## src/rtl/board_status_pkg.sv

```systemverilog
// Shared types and constants for the board status controller.
//   state_e     : sequencer states (HOLD, RUN, SWRST)
//   SYNC_STAGES : depth of the input synchronisers
//   RELOCK_W    : width of the saturating lock-loss counter
//   sat_inc     : saturating increment for the lock-loss counter
package board_status_pkg;

  typedef enum logic [1:0] {
    HOLD  = 2'd0,
    RUN   = 2'd1,
    SWRST = 2'd2
  } state_e;

  localparam int SYNC_STAGES = 2;
  localparam int RELOCK_W    = 8;

  function automatic logic [RELOCK_W-1:0] sat_inc(input logic [RELOCK_W-1:0] v);
    return (&v) ? v : v + 1'b1;
  endfunction

endpackage

```

## src/rtl/board_sync_2ff.sv

```systemverilog
// Single-bit multi-flop synchroniser with asynchronous active-low clear.
//   clk_i  : destination clock
//   rst_ni : async active-low clear, forces output low
//   d_i    : asynchronous input
//   q_o    : synchronised output (SYNC_STAGES cycles of latency)
module board_sync_2ff
  import board_status_pkg::*;
(
  input  logic clk_i,
  input  logic rst_ni,
  input  logic d_i,
  output logic q_o
);

  logic [SYNC_STAGES-1:0] sync_q;

  always_ff @(posedge clk_i or negedge rst_ni) begin
    if (!rst_ni) sync_q <= '0;
    else         sync_q <= {sync_q[SYNC_STAGES-2:0], d_i};
  end

  assign q_o = sync_q[SYNC_STAGES-1];

endmodule

```

## src/rtl/board_status_ctrl.sv

```systemverilog
// Board reset sequencer and LED status driver.
// Qualifies PLL lock for RESET_HOLD_CYCLES before releasing system reset,
// services software reset requests, counts lock losses seen while running
// and drives the LED bank (run pattern, heartbeat, kernel activity).
//   config_clk    : only clock
//   resetn        : async active-low reset
//   pll_locked    : PLL lock (async)
//   ext_reset_req : software reset request, rising edge triggers (async)
//   kernel_busy   : kernel activity (async)
//   system_resetn : registered active-low system reset, high only in RUN
//   reset_done    : high only in RUN
//   relock_count  : saturating count of lock losses while in RUN
//   leds          : registered LED drive
// Optional feature macro: BOARD_STATUS_LED_STRETCH_EN stretches the activity
// LED to at least STRETCH_CYCLES after each busy rising edge.
module board_status_ctrl
  import board_status_pkg::*;
#(
  parameter int          NUM_LEDS           = 8,
  parameter int          RESET_HOLD_CYCLES  = 1024,
  parameter int          SW_RESET_CYCLES    = 64,
  parameter int          HEARTBEAT_DIV_LOG2 = 26,
  parameter logic [63:0] IDLE_PATTERN       = 64'h28,
  parameter int          STRETCH_CYCLES     = 4096
) (
  input  logic                config_clk,
  input  logic                resetn,
  input  logic                pll_locked,
  input  logic                ext_reset_req,
  input  logic                kernel_busy,
  output logic                system_resetn,
  output logic                reset_done,
  output logic [RELOCK_W-1:0] relock_count,
  output logic [NUM_LEDS-1:0] leds
);

  localparam int HOLD_W = $clog2(RESET_HOLD_CYCLES);
  localparam int SW_W   = $clog2(SW_RESET_CYCLES + 1);
  localparam int PAT_W  = NUM_LEDS - 2;
  localparam int HB_W   = HEARTBEAT_DIV_LOG2;
  localparam logic [PAT_W-1:0] IDLE_BITS = PAT_W'(IDLE_PATTERN);

  // ---- input synchronisers: [0]=lock, [1]=req, [2]=busy
  logic [2:0] async_in, sync_s;
  logic       lock_s, req_s, busy_s;

  assign async_in = {kernel_busy, ext_reset_req, pll_locked};

  board_sync_2ff u_sync [2:0] (
    .clk_i  (config_clk),
    .rst_ni (resetn),
    .d_i    (async_in),
    .q_o    (sync_s)
  );

  assign lock_s = sync_s[0];
  assign req_s  = sync_s[1];
  assign busy_s = sync_s[2];

  // ---- state
  state_e              state_q, state_d;
  logic [HOLD_W-1:0]   hold_cnt_q, hold_cnt_d;
  logic [SW_W-1:0]     sw_cnt_q, sw_cnt_d;
  logic [RELOCK_W-1:0] relock_q, relock_d;
  logic [HB_W-1:0]     hb_q, hb_d;
  logic                req_q, req_rise;
  logic                act_led;
  logic [NUM_LEDS-1:0] leds_d;

  assign req_rise = req_s & ~req_q;
  assign hb_d     = hb_q + 1'b1;

  // Counters default to zero so each one is clear whenever its state is left.
  always_comb begin
    state_d    = state_q;
    hold_cnt_d = '0;
    sw_cnt_d   = '0;
    relock_d   = relock_q;
    case (state_q)
      HOLD: begin
        if (lock_s) begin
          if (hold_cnt_q == HOLD_W'(RESET_HOLD_CYCLES - 1)) state_d = RUN;
          else hold_cnt_d = hold_cnt_q + 1'b1;
        end
      end
      RUN: begin
        // lock loss wins over a simultaneous request edge
        if (!lock_s) begin
          state_d  = HOLD;
          relock_d = sat_inc(relock_q);
        end else if (req_rise) begin
          state_d = SWRST;
        end
      end
      SWRST: begin
        if (sw_cnt_q == SW_W'(SW_RESET_CYCLES - 1)) state_d = HOLD;
        else sw_cnt_d = sw_cnt_q + 1'b1;
      end
      default: state_d = HOLD;
    endcase
  end

`ifdef BOARD_STATUS_LED_STRETCH_EN
  localparam int STR_W = $clog2(STRETCH_CYCLES + 1);
  logic             busy_q;
  logic [STR_W-1:0] str_q, str_d;

  always_comb begin
    str_d = str_q;
    if (state_d != RUN)         str_d = '0;
    else if (busy_s && !busy_q) str_d = STR_W'(STRETCH_CYCLES - 1);
    else if (str_q != '0)       str_d = str_q - 1'b1;
  end

  always_ff @(posedge config_clk or negedge resetn) begin
    if (!resetn) begin
      busy_q <= 1'b0;
      str_q  <= '0;
    end else begin
      busy_q <= busy_s;
      str_q  <= str_d;
    end
  end

  assign act_led = busy_s | (str_q != '0);
`else
  logic unused_stretch;
  assign unused_stretch = |STRETCH_CYCLES;
  assign act_led        = busy_s;
`endif

  // LEDs follow the next state so they switch on the same edge as the FSM.
  always_comb begin
    case (state_d)
      RUN:     leds_d = {hb_d[HB_W-1], act_led, IDLE_BITS};
      SWRST:   leds_d = '1;
      default: leds_d = '0;
    endcase
  end

  always_ff @(posedge config_clk or negedge resetn) begin
    if (!resetn) begin
      state_q       <= HOLD;
      hold_cnt_q    <= '0;
      sw_cnt_q      <= '0;
      relock_q      <= '0;
      hb_q          <= '0;
      req_q         <= 1'b0;
      system_resetn <= 1'b0;
      reset_done    <= 1'b0;
      leds          <= '0;
    end else begin
      state_q       <= state_d;
      hold_cnt_q    <= hold_cnt_d;
      sw_cnt_q      <= sw_cnt_d;
      relock_q      <= relock_d;
      hb_q          <= hb_d;
      req_q         <= req_s;
      system_resetn <= (state_d == RUN);
      reset_done    <= (state_d == RUN);
      leds          <= leds_d;
    end
  end

  assign relock_count = relock_q;

endmodule

```

## config.mk

```make
export PLATFORM = sky130hd
export DESIGN_NAME = board_status_ctrl
export DESIGN_NICKNAME = d
export VERILOG_FILES = /design/src/rtl/board_status_pkg.sv /design/src/rtl/board_sync_2ff.sv /design/src/rtl/board_status_ctrl.sv
export SDC_FILE = /design/constraint.sdc
export NUM_CORES = 1
export LEC_CHECK = 0
export ABC_AREA = 1
export CELL_PAD_IN_SITES_DETAIL_PLACEMENT = 1
export CELL_PAD_IN_SITES_GLOBAL_PLACEMENT = 2
export CORE_ASPECT_RATIO = 0.75
export CORE_MARGIN = 4
export CORE_UTILIZATION = 39
export DETAILED_ROUTE_END_ITERATION = 8
export GPL_ROUTABILITY_DRIVEN = 1
export PLACE_DENSITY = 0.85
export SKIP_CTS_REPAIR_TIMING = 1
export SLEW_MARGIN = 15
export SYNTH_ARGS = -nofsm -noshare
export SYNTH_HDL_FRONTEND = slang
export SYNTH_SLANG_ARGS = --single-unit
```

## constraint.sdc

```tcl
create_clock -name config_clk -period 4.5 [get_ports config_clk]
set_input_delay 0.675 -clock config_clk [delete_from_list [all_inputs] [get_ports config_clk]]
set_output_delay 0.675 -clock config_clk [all_outputs]
set_load 0.02 [all_outputs]
```

# [Word-level counts from Yosys, hierarchy flattened]
# Index checks and enable logic that the tools add are counted.
# W data, S select, Z words.
[word_totals] input_bits=5 regBits=69
[op_classes] muxes=12 n_eq_ne=6 add_sub_neg=4 reduce_logical=3 bitwise=4
[op_table] operator="$mux W10" n=3
[op_table] operator="$add A26 B1 Y26 const B" n=1
[op_table] operator="$pmux W8 S2" n=1
[op_table] operator="$mux W7" n=2
[op_table] operator="$add A10 B1 Y10 const B" n=1
[op_table] operator="$eq A10 B10 Y1 const B" n=1
[op_table] operator="$mux W2" n=5
[op_table] operator="$add A8 B1 Y8 const B" n=1
[op_table] operator="$reduce_and A8 Y1" n=1
[op_table] operator="$add A7 B1 Y7 const B" n=1
[op_table] operator="$eq A7 B6 Y1 const B" n=1
[op_table] operator="$pmux W2 S3" n=1
[op_table] operator="$eq A2 B1 Y1 const B" n=2
[op_table] operator="$eq A2 B2 Y1 const B" n=2
[op_table] operator="$not A1 Y1" n=3
[op_table] operator="$reduce_and A3 Y1" n=1
[op_table] operator="$logic_not A2 Y1" n=1
[op_table] operator="$and A1 B1 Y1" n=1

# [Logic depth before layout (Yosys ltp)]
# Gate-level depths: netlist of the first run.
[depth] depth_word=7 depth_mapped=10 ltp_nobuf=10

# [Modules after synthesis]
# A second synthesis of the first run with hierarchy kept.
[hier_totals] hier_cells=308 hier_area_um2=2939.1
[modules_own_cells] mod="board_status_ctrl" instances=1 cells_per_inst=302 area_each_um2=2788.9 seq_area_each_um2=1476.4
[modules_own_cells] mod="board_sync_2ff" instances=3 cells_per_inst=2 area_each_um2=50.0 seq_area_each_um2=50.0

# [Worst setup path before layout of the first run]
# OpenSTA, ideal clock, no wires.
[synth_path] path_type="register -> register" start="register hold_cnt_q[0]" end="register leds[7]" t_arrival_ps=1535 path_stages_with_launch=11 slack_ps=2845 path_buffers=0 path_cell_list="dfrtp_1 ha_1 nand3_1 nor2_2 nand4_1 nor2_2 a31oi_1 inv_1 ha_1 nand3_1 a21oi_1"
[synth_between] elab_chain_len=6 elab_cells_between_ends=7 classes_between="eq/ne (3); mux (4)"
[synth_rtl] item="from (decl)" line_no="board_status_ctrl.sv:62" rtl="logic [HOLD_W-1:0] hold_cnt_q, hold_cnt_d;"
[synth_rtl] item="from (signal assigned)" line_no="board_status_ctrl.sv:154" rtl="hold_cnt_q <= hold_cnt_d;"
[synth_rtl] item="$eq A10 B10 Y1 *" line_no="board_status_ctrl.sv:82" rtl="if (hold_cnt_q == HOLD_W'(RESET_HOLD_CYCLES - 1)) state_d = RUN;"
[synth_rtl] item="$mux W2 *" line_no="board_status_ctrl.sv:82"
[synth_rtl] item="$mux W2 *" line_no="board_status_ctrl.sv:81" rtl="if (lock_s) begin"
[synth_rtl] item="$pmux W2 S3 *" line_no="board_status_ctrl.sv:79" rtl="case (state_q)"
[synth_rtl] item="net state_d[0]" line_no="board_status_ctrl.sv:61" rtl="state_e state_q, state_d;"
[synth_rtl] item="$eq A2 B2 Y1 or $eq A2 B1 Y1 (tied branches)" line_no="board_status_ctrl.sv:134" rtl="case (state_d)"
[synth_rtl] item="$pmux W8 S2 *" line_no="board_status_ctrl.sv:134"
[synth_rtl] item="net leds_d[7]" line_no="board_status_ctrl.sv:68" rtl="logic [NUM_LEDS-1:0] leds_d;"
[synth_rtl] item="to (signal assigned)" line_no="board_status_ctrl.sv:161" rtl="leds <= leds_d;"
[synth_rtl] item="to (decl)" line_no="board_status_ctrl.sv:34" rtl="output logic [NUM_LEDS-1:0] leds"
# Mark *: on every way through the listed nets, which the timed path passes. The rest lies on a longest branch.
# A chain may end at the register's enable or synchronous reset.

# [Worst setup path in the final report of the first run]
[layout_path] start="register relock_q[4] (netlist: relock_count[4])" end="output relock_count[4]"
[layout_rtl] item="from (decl)" line_no="board_status_ctrl.sv:64" rtl="logic [RELOCK_W-1:0] relock_q, relock_d;"
[layout_rtl] item="from (signal assigned)" line_no="board_status_ctrl.sv:156" rtl="relock_q <= relock_d;"
[layout_rtl] item="to (decl)" line_no="board_status_ctrl.sv:33" rtl="output logic [RELOCK_W-1:0] relock_count,"
# No word-level cell between the ends.

==> results.md, run 1 <==
- Status: finished, final reports clean
- Die Width: 110 um
- Peak supply drop: 0.196 mV
- Worst Setup SP: relock_count[4]$_DFFE_PN0P_
- Critical path data required time: 3.83 ns
- CTS max path bufs: 2
- Layout cell share with drive strength beyond 1: 11.3%
- Setup Total Neg Slack: 0 ns
- Main flop type after synthesis: dfrtp_1
- Initial DRC Count: 74
- Clock root cell: clkbuf_8
- YS warnings: 0
- CP Buf/Inv Count: 1
- DP HPWL: 4.64 mm
- Setup WS pre-CTS: 2.54 ns
- Via count: 2099
- Initial Utilization: 40.8%
- Clock skew: 0.00623 ns
- HP Class: input port to async pin
- First-pass GRT wire length: 10.8 mm
- Max-slew headroom: 56.8%
- N_diodes: 0
- Worst-path fanout max: 5
- Final Slew Violations: 0
- Worst setup margin: 2.41 ns
- Worst slew pin tran: 0.649 ns
- Final period utilization: 46.5%
- First drt pass iteration count: 4
- NumNets Final: 361
- Share of flip-flops with an asynchronous set or reset: 100%
- Gate Count Post-Synth: 320
- Post-layout min period: 2.09 ns
- Drt total wl: 6.15 mm
- Overflow after GRT: 0
- Maximum achievable frequency: 0.478 GHz
- Power per Cell Area: 327 nW/um2
- Routed WL per cell: 13.5 um
- Routability congestion estimate from global placement: 0.781
- Syn Nets: 332
- Placement-stage cell area: 3340 um2
- Slowest CP cell: clkdlybuf4s50_1
- Initial antenna violation count: 0
- Clk_lat worst skew: 0.35 ns
- Core area: 7430 um2
- Number of remaining DRC errors: 0
- Critical Path, Cell by Cell: clkdlybuf4s50_1
- Port bufs: 22
- Synth top area share: 53.7%
- #FFs+latches synth: 65
- Setup crit start kind: flop
- Count of final setup violators: 0
- Synth area leader: dfrtp_1
- Die Footprint: 9260 um2
- Sequential area share after synthesis: 53.7%
- Die Height: 84.3 um
- Sink Count: 65
- Synth top area cells: dfrtp_1 54%, nand2_1 7.2%, xor2_1 5.8%, nor2_1 5.6%, inv_1 5.3%
- Total Power: 1.16 mW
- Fill count: 876
- Netlist Area Pre-Place: 3030 um2
- Post-route ant nets: 0
- Number of cell rows: 27
- Design Area, Final: 3560 um2
- Layout area overhead: 17.5%
- Reg2Reg Launch Point: sw_cnt_q[0]$_DFF_PN0_
- Reg area: 1630 um2
- Number of global-route vias before repair: 2207
- Leakage: 1.77 nW
- Critical path capture point type: output pin
- Largest net degree at the start of global routing: 53
- Number of H-tree levels: 3
- Io pins: 23
- Syn avg cell area: 9.47 um2
- Critical path's top delay family: buffers and inverters
- Post-synth EDFFs: 0
- Area of the multi-input gates: 1190 um2
- RSZ-0062 raised after global routing: false
- Crit path largest cell delay: 0.64 ns
- GRT Total Usage: 15.3%
- CP Class: flop to output pin
- TritonCTS clock tree: done
- Cts bufs inserted: 9
- Fin. Hold Viols: 0
- Max-cap violation count: 0
- Vias per cell: 4.61
- Clock slew at reported path FFs: 0.08 ns
- Netlist cell types: 31
- WP data arrival: 1.42 ns
==> sequential cells by signal, summed over array words and instances (netlist names) <==
name and count:
state_q 2, sw_cnt_q 7, req_q 1, relock_count 8, hb_q 26, reset_done 1, leds 4, hold_cnt_q 10
u_sync.sync_q 6
==> path summary, 6_finish.rpt <==
path	cells past startpoint	endpoint	slack, ns
worst min register to register	0	u_sync[1].sync_q[1]$_DFF_PN0_	0.35
min in group config_clk	0	u_sync[1].sync_q[1]$_DFF_PN0_	0.35
max in group asynchronous	2	leds[5]$_DFF_PN0_	3.32
worst max register to register	10	leds[7]$_DFF_PN0_	2.55
worst min-delay path	1	hb_q[20]$_DFF_PN0_	0.22
worst max-delay path	1	relock_count[4]	2.41
==> cell usage after synthesis (all sizes together), types with 5 or more instances <==
cell type   n
nor3        9
dfrtp      65
nand4       7
ha          7
buf         5
inv        45
nand3      18
nor2       51
xor2       21
nand2      64
xnor2      13
==> cell usage in the layout (no fill, tap or decap) <==
cell and count:
o21ai_1 1, xor2_1 20, o21ai_4 1, buf_2 1, nand4_2 1, nor3b_1 2
nand2_2 4, o21ai_0 2, nor2_4 2, nor2_8 1, nor2_1 45, o31ai_1 1
dfrtp_1 65, clkinv_4 2, clkinv_2 2, buf_4 1, nand3_2 2, nor3_1 7
clkinv_1 1, nor3_2 2, a21oi_1 4, nand2_1 58, nor4_2 1, clkdlybuf4s50_1 21
a31oi_1 1, and2_1 1, nand2_4 2, nor2_2 3, clkinvlp_4 1, bufinv_16 2
inv_2 2, inv_1 43, xnor2_1 13, nand4_1 6, ha_1 7, clkbuf_8 9
xor2_2 1, nand3_1 16
==> report_power, final <==
group | internal, mW | switching [mW]
sequential | 0.589 | 0.00291
combinational | 0.00602 | 0.0164
clock | 0.311 | 0.237
==> cell families (layout without fill, tap and decap cells) <==
kind of cell               Yosys count  after routing  synth area share, %
and+or+nand+nor                    153            153                 24.2
AOI/OAI and AO/OA                   10             10                 2.15
DFF                                 65             65                 53.7
adders and majority gates            7              7                 2.89
xor gates and xnor gates            34             34                 10.1
buffers and inverters               51             85                 6.94
==> metrics by stage <==
step	std cells	util, %	hold WS, ns
floorplan	320	-	0.331
global placement	439	44.9	0.337
detailed placement	439	44.9	0.342
CTS	455	47.9	0.210
global route	455	47.9	0.225
finish	455	47.9	0.216
==> final cells by class <==
type / count / share of cell area (%)
flip-flops and latches: 65 / 45.7
multi-input cells: 204 / 33.5
repair buffers: 23 / 6.26
inverters: 46 / 4.85
well taps: 101 / 3.55
clock buffers: 9 / 3.48
clock inverters: 7 / 2.67
==> layer usage <==
metal	vias up	wire (um)	global-route usage, %
met3	10	216	5.53
met4	0	91	4.76
met5	-	0	0
met1	1010	3350	22.8
met2	33	2490	20.4
li1	1046	-	-
Power figures use the tool's default switching activity.
==> inputs of run 2 (changes only) <==
Settings changed: CORE_UTILIZATION 39 to 33, PLACE_DENSITY 0.85 to 0.77.
Clock period 4.5 ns to 1.8 ns, I/O delays scaled along.
==> results.md, run 2 (synthesized netlist as in run 1, its figures left out) <==
- NumNets Final: 371 (+2.8%)
- DP HPWL: 4.58 mm (-1.3%)
- Setup Total Neg Slack: -0.0224 ns (-0.0224 ns)
- Drt total wl: 6.73 mm (+9.5%)
- Most frequent cells in the layout: 65 x dfrtp_1, 57 x nand2_1, 45 x nor2_1
- Placed Cells: 450 (+2.5%)
- Clock root cell: clkbuf_16
- Reg with most FFs: hb_q
- Worst-path fanout max: 3 (-2)
- GRT Total Usage: 12.9% (-2.4 points)
- CTS max path bufs: 2 (unchanged)
- Io pins: 23 (unchanged)
- RSZ-0062 raised after global routing: true
- Max FFs per register: 26 (unchanged)
- Vias per cell: 4.51 (-2.1%)
- Peak supply drop: 0.341 mV (+74%)
- Die Footprint: 10800 um2 (+17%)
- Global Route met2 Usage: 19.1% (-1.4 points)
- Worst setup margin: -0.0145 ns (-2.42 ns)
- Final cell count without fillers: 472 (+3.7%)
- Critical path data required time: 2.02 ns (-1.81 ns)
- Placement-stage cell area: 3390 um2 (+1.5%)
- Number of remaining DRC errors: 0 (unchanged)
- Worst slew pin tran: 0.403 ns (-0.246 ns)
- Max-cap violation count: 0 (unchanged)
- Setup WS pre-CTS: -0.106 ns (-2.64 ns)
- P_int: 2.61 mW (+190%)
- Status: finished, violations left
- Initial Utilization: 34.8% (-6.0 points)
- Port bufs: 22 (unchanged)
- Routability congestion estimate from global placement: 0.745 (-4.6%)
- Post-route ant nets: 0 (unchanged)
- Met1 GRT Util: 18.5% (-4.3 points)
- Routed WL per cell: 14.3 um (+5.6%)
- Largest net degree at the start of global routing: 66 (+25%)
- Met3 Use GR: 4.16% (-1.4 points)
- WP data arrival: 2.03 ns (+0.61 ns)
- Critical path capture point type: flop
- Clock skew: 0.00683 ns (+0.000603 ns)
- Number of H-tree levels: 3 (unchanged)
- Post-layout min period: 1.81 ns
- GR peak layer: met2
- Sequential power share: 45.1% (-5.8 points)
- Sw Share: 21.0% (-1.0 points)
- Most common cell after layout, fill and taps aside: dfrtp_1
- Number of global-route vias before repair: 2286 (+3.6%)
- Fin. Hold Viols: 0 (unchanged)
- Sw Pwr: 0.693 mW (+170%)
- Maximum achievable frequency: 0.551 GHz
- Leakage: 1.86 nW (+5.2%)
- Clock slew at reported path FFs: 0.06 ns (-0.02 ns)
- Core area: 8710 um2 (+17%)
- N_diodes: 0 (unchanged)
- Via count: 2131 (+1.5%)
- Cts bufs inserted: 9 (unchanged)
- First-pass GRT wire length: 11.2 mm (+3.5%)
- Initial antenna violation count: 0 (unchanged)
- Initial DRC Count: 65 (-12%)
- Number of cell rows: 29 (+7.4%)
- Final Slew Violations: 0 (unchanged)
- Failing checks: setup timing
- CP Class: flop to flop
- Sink Count: 65 (unchanged)
- Overflow after GRT: 0 (unchanged)
- Final period utilization: 101%
- Power per Cell Area: 860 nW/um2 (+160%)
- TritonCTS clock tree: done
- Clk_lat worst skew: 0.33 ns (-0.02 ns)
- Setup crit start kind: flop
- Max-slew headroom: 73.0% (+16 points)
- Layout cell share with drive strength beyond 1: 16.5% (+5.2 points)
- Die Height: 91.0 um (+7.9%)
- Share of total power in combinational logic: 2.2% (+0.3 points)
- Design Area, Final: 3830 um2 (+7.7%)
- Clock group share of total power: 52.8% (+5.7 points)
- Count of final setup violators: 2 (+2)
- Layout area overhead: 26.6%
- First drt pass iteration count: 4 (unchanged)
- HP Class: flop to flop
- Die Width: 119 um (+8.1%)
-- run 2: changes by cell type in the layout (fill, tap and decap cells not counted), moves of 2 or more --
cell       change
ha_4           +3
clkbuf_16      +9
ha_1           -4
nand3_2        +2
clkbuf_8       -8
clkinv_4       -2
buf_4          +7
nand3_1        -2
-- run 2: worst paths after layout --
check	from	end	slack [ns]	depth (start not counted)
min reg2reg	u_sync[2].sync_q[0]$_DFF_PN0_	u_sync[2].sync_q[1]$_DFF_PN0_	0.35	0
min in group asynchronous	resetn	hb_q[6]$_DFF_PN0_	0.49	3
max in group asynchronous	resetn	sw_cnt_q[4]$_DFF_PN0_	1.01	3
max reg2reg	hold_cnt_q[1]$_DFF_PN0_	leds[4]$_DFF_PN0_	-0.01	9
min	u_sync[2].sync_q[0]$_DFF_PN0_	u_sync[2].sync_q[1]$_DFF_PN0_	0.35	0
max	hold_cnt_q[1]$_DFF_PN0_	leds[4]$_DFF_PN0_	-0.01	9
-- run 2: cell type report --
class	instances	area (um2)
Timing Repair Buffer	33	317
Fill cell	1008	4870
Inverter	46	173
Tap cell	108	135
Multi-Input combinational cell	204	1290
Clock buffer	11	243
Sequential cell	65	1630
Clock inverter	5	55.1
-- run 2: through the flow --
stage | utilization, % | hold WS [ns] | power, mW
final | 44.0 | 0.349 | 3.30
after CTS | 42.4 | -0.0316 | 3.35
after global routing | 44.0 | 0.363 | 3.44
after detailed placement | 39.0 | 0.319 | 1.57
after floorplan | - | -0.0256 | 1.52
after global placement | 39.0 | 0.315 | 1.57
-- run 2: power by group through the flow --
stage,Combinational (mW),Clock [mW],Sequential [mW]
3_3_place_gp,0.0618,0,1.51
3_5_place_dp,0.0634,0,1.51
2_1_floorplan,0.0152,0,1.51
5_1_grt,0.0818,1.87,1.49
4_1_cts,0.0637,1.80,1.48
6_report,0.0712,1.74,1.49
-- run 2: per-layer routing --
metal	part of all wire, %	vias up	wire, um
li1	-	1067	-
met1	53	1036	3570
met2	44	24	2930
met3	3.2	4	213
met4	0.34	0	23
met5	0	-	0
-- run 2: critical path, stage by stage, from the launching register on --
cell and delay (ns):
dfrtp_1 0.40, ha_4 0.16, nand3_2 0.09, nor2_2 0.13, nand4_1 0.14, nor2_2 0.22, a31oi_4 0.15, buf_6 0.15
buf_4 0.12, ha_2 0.16
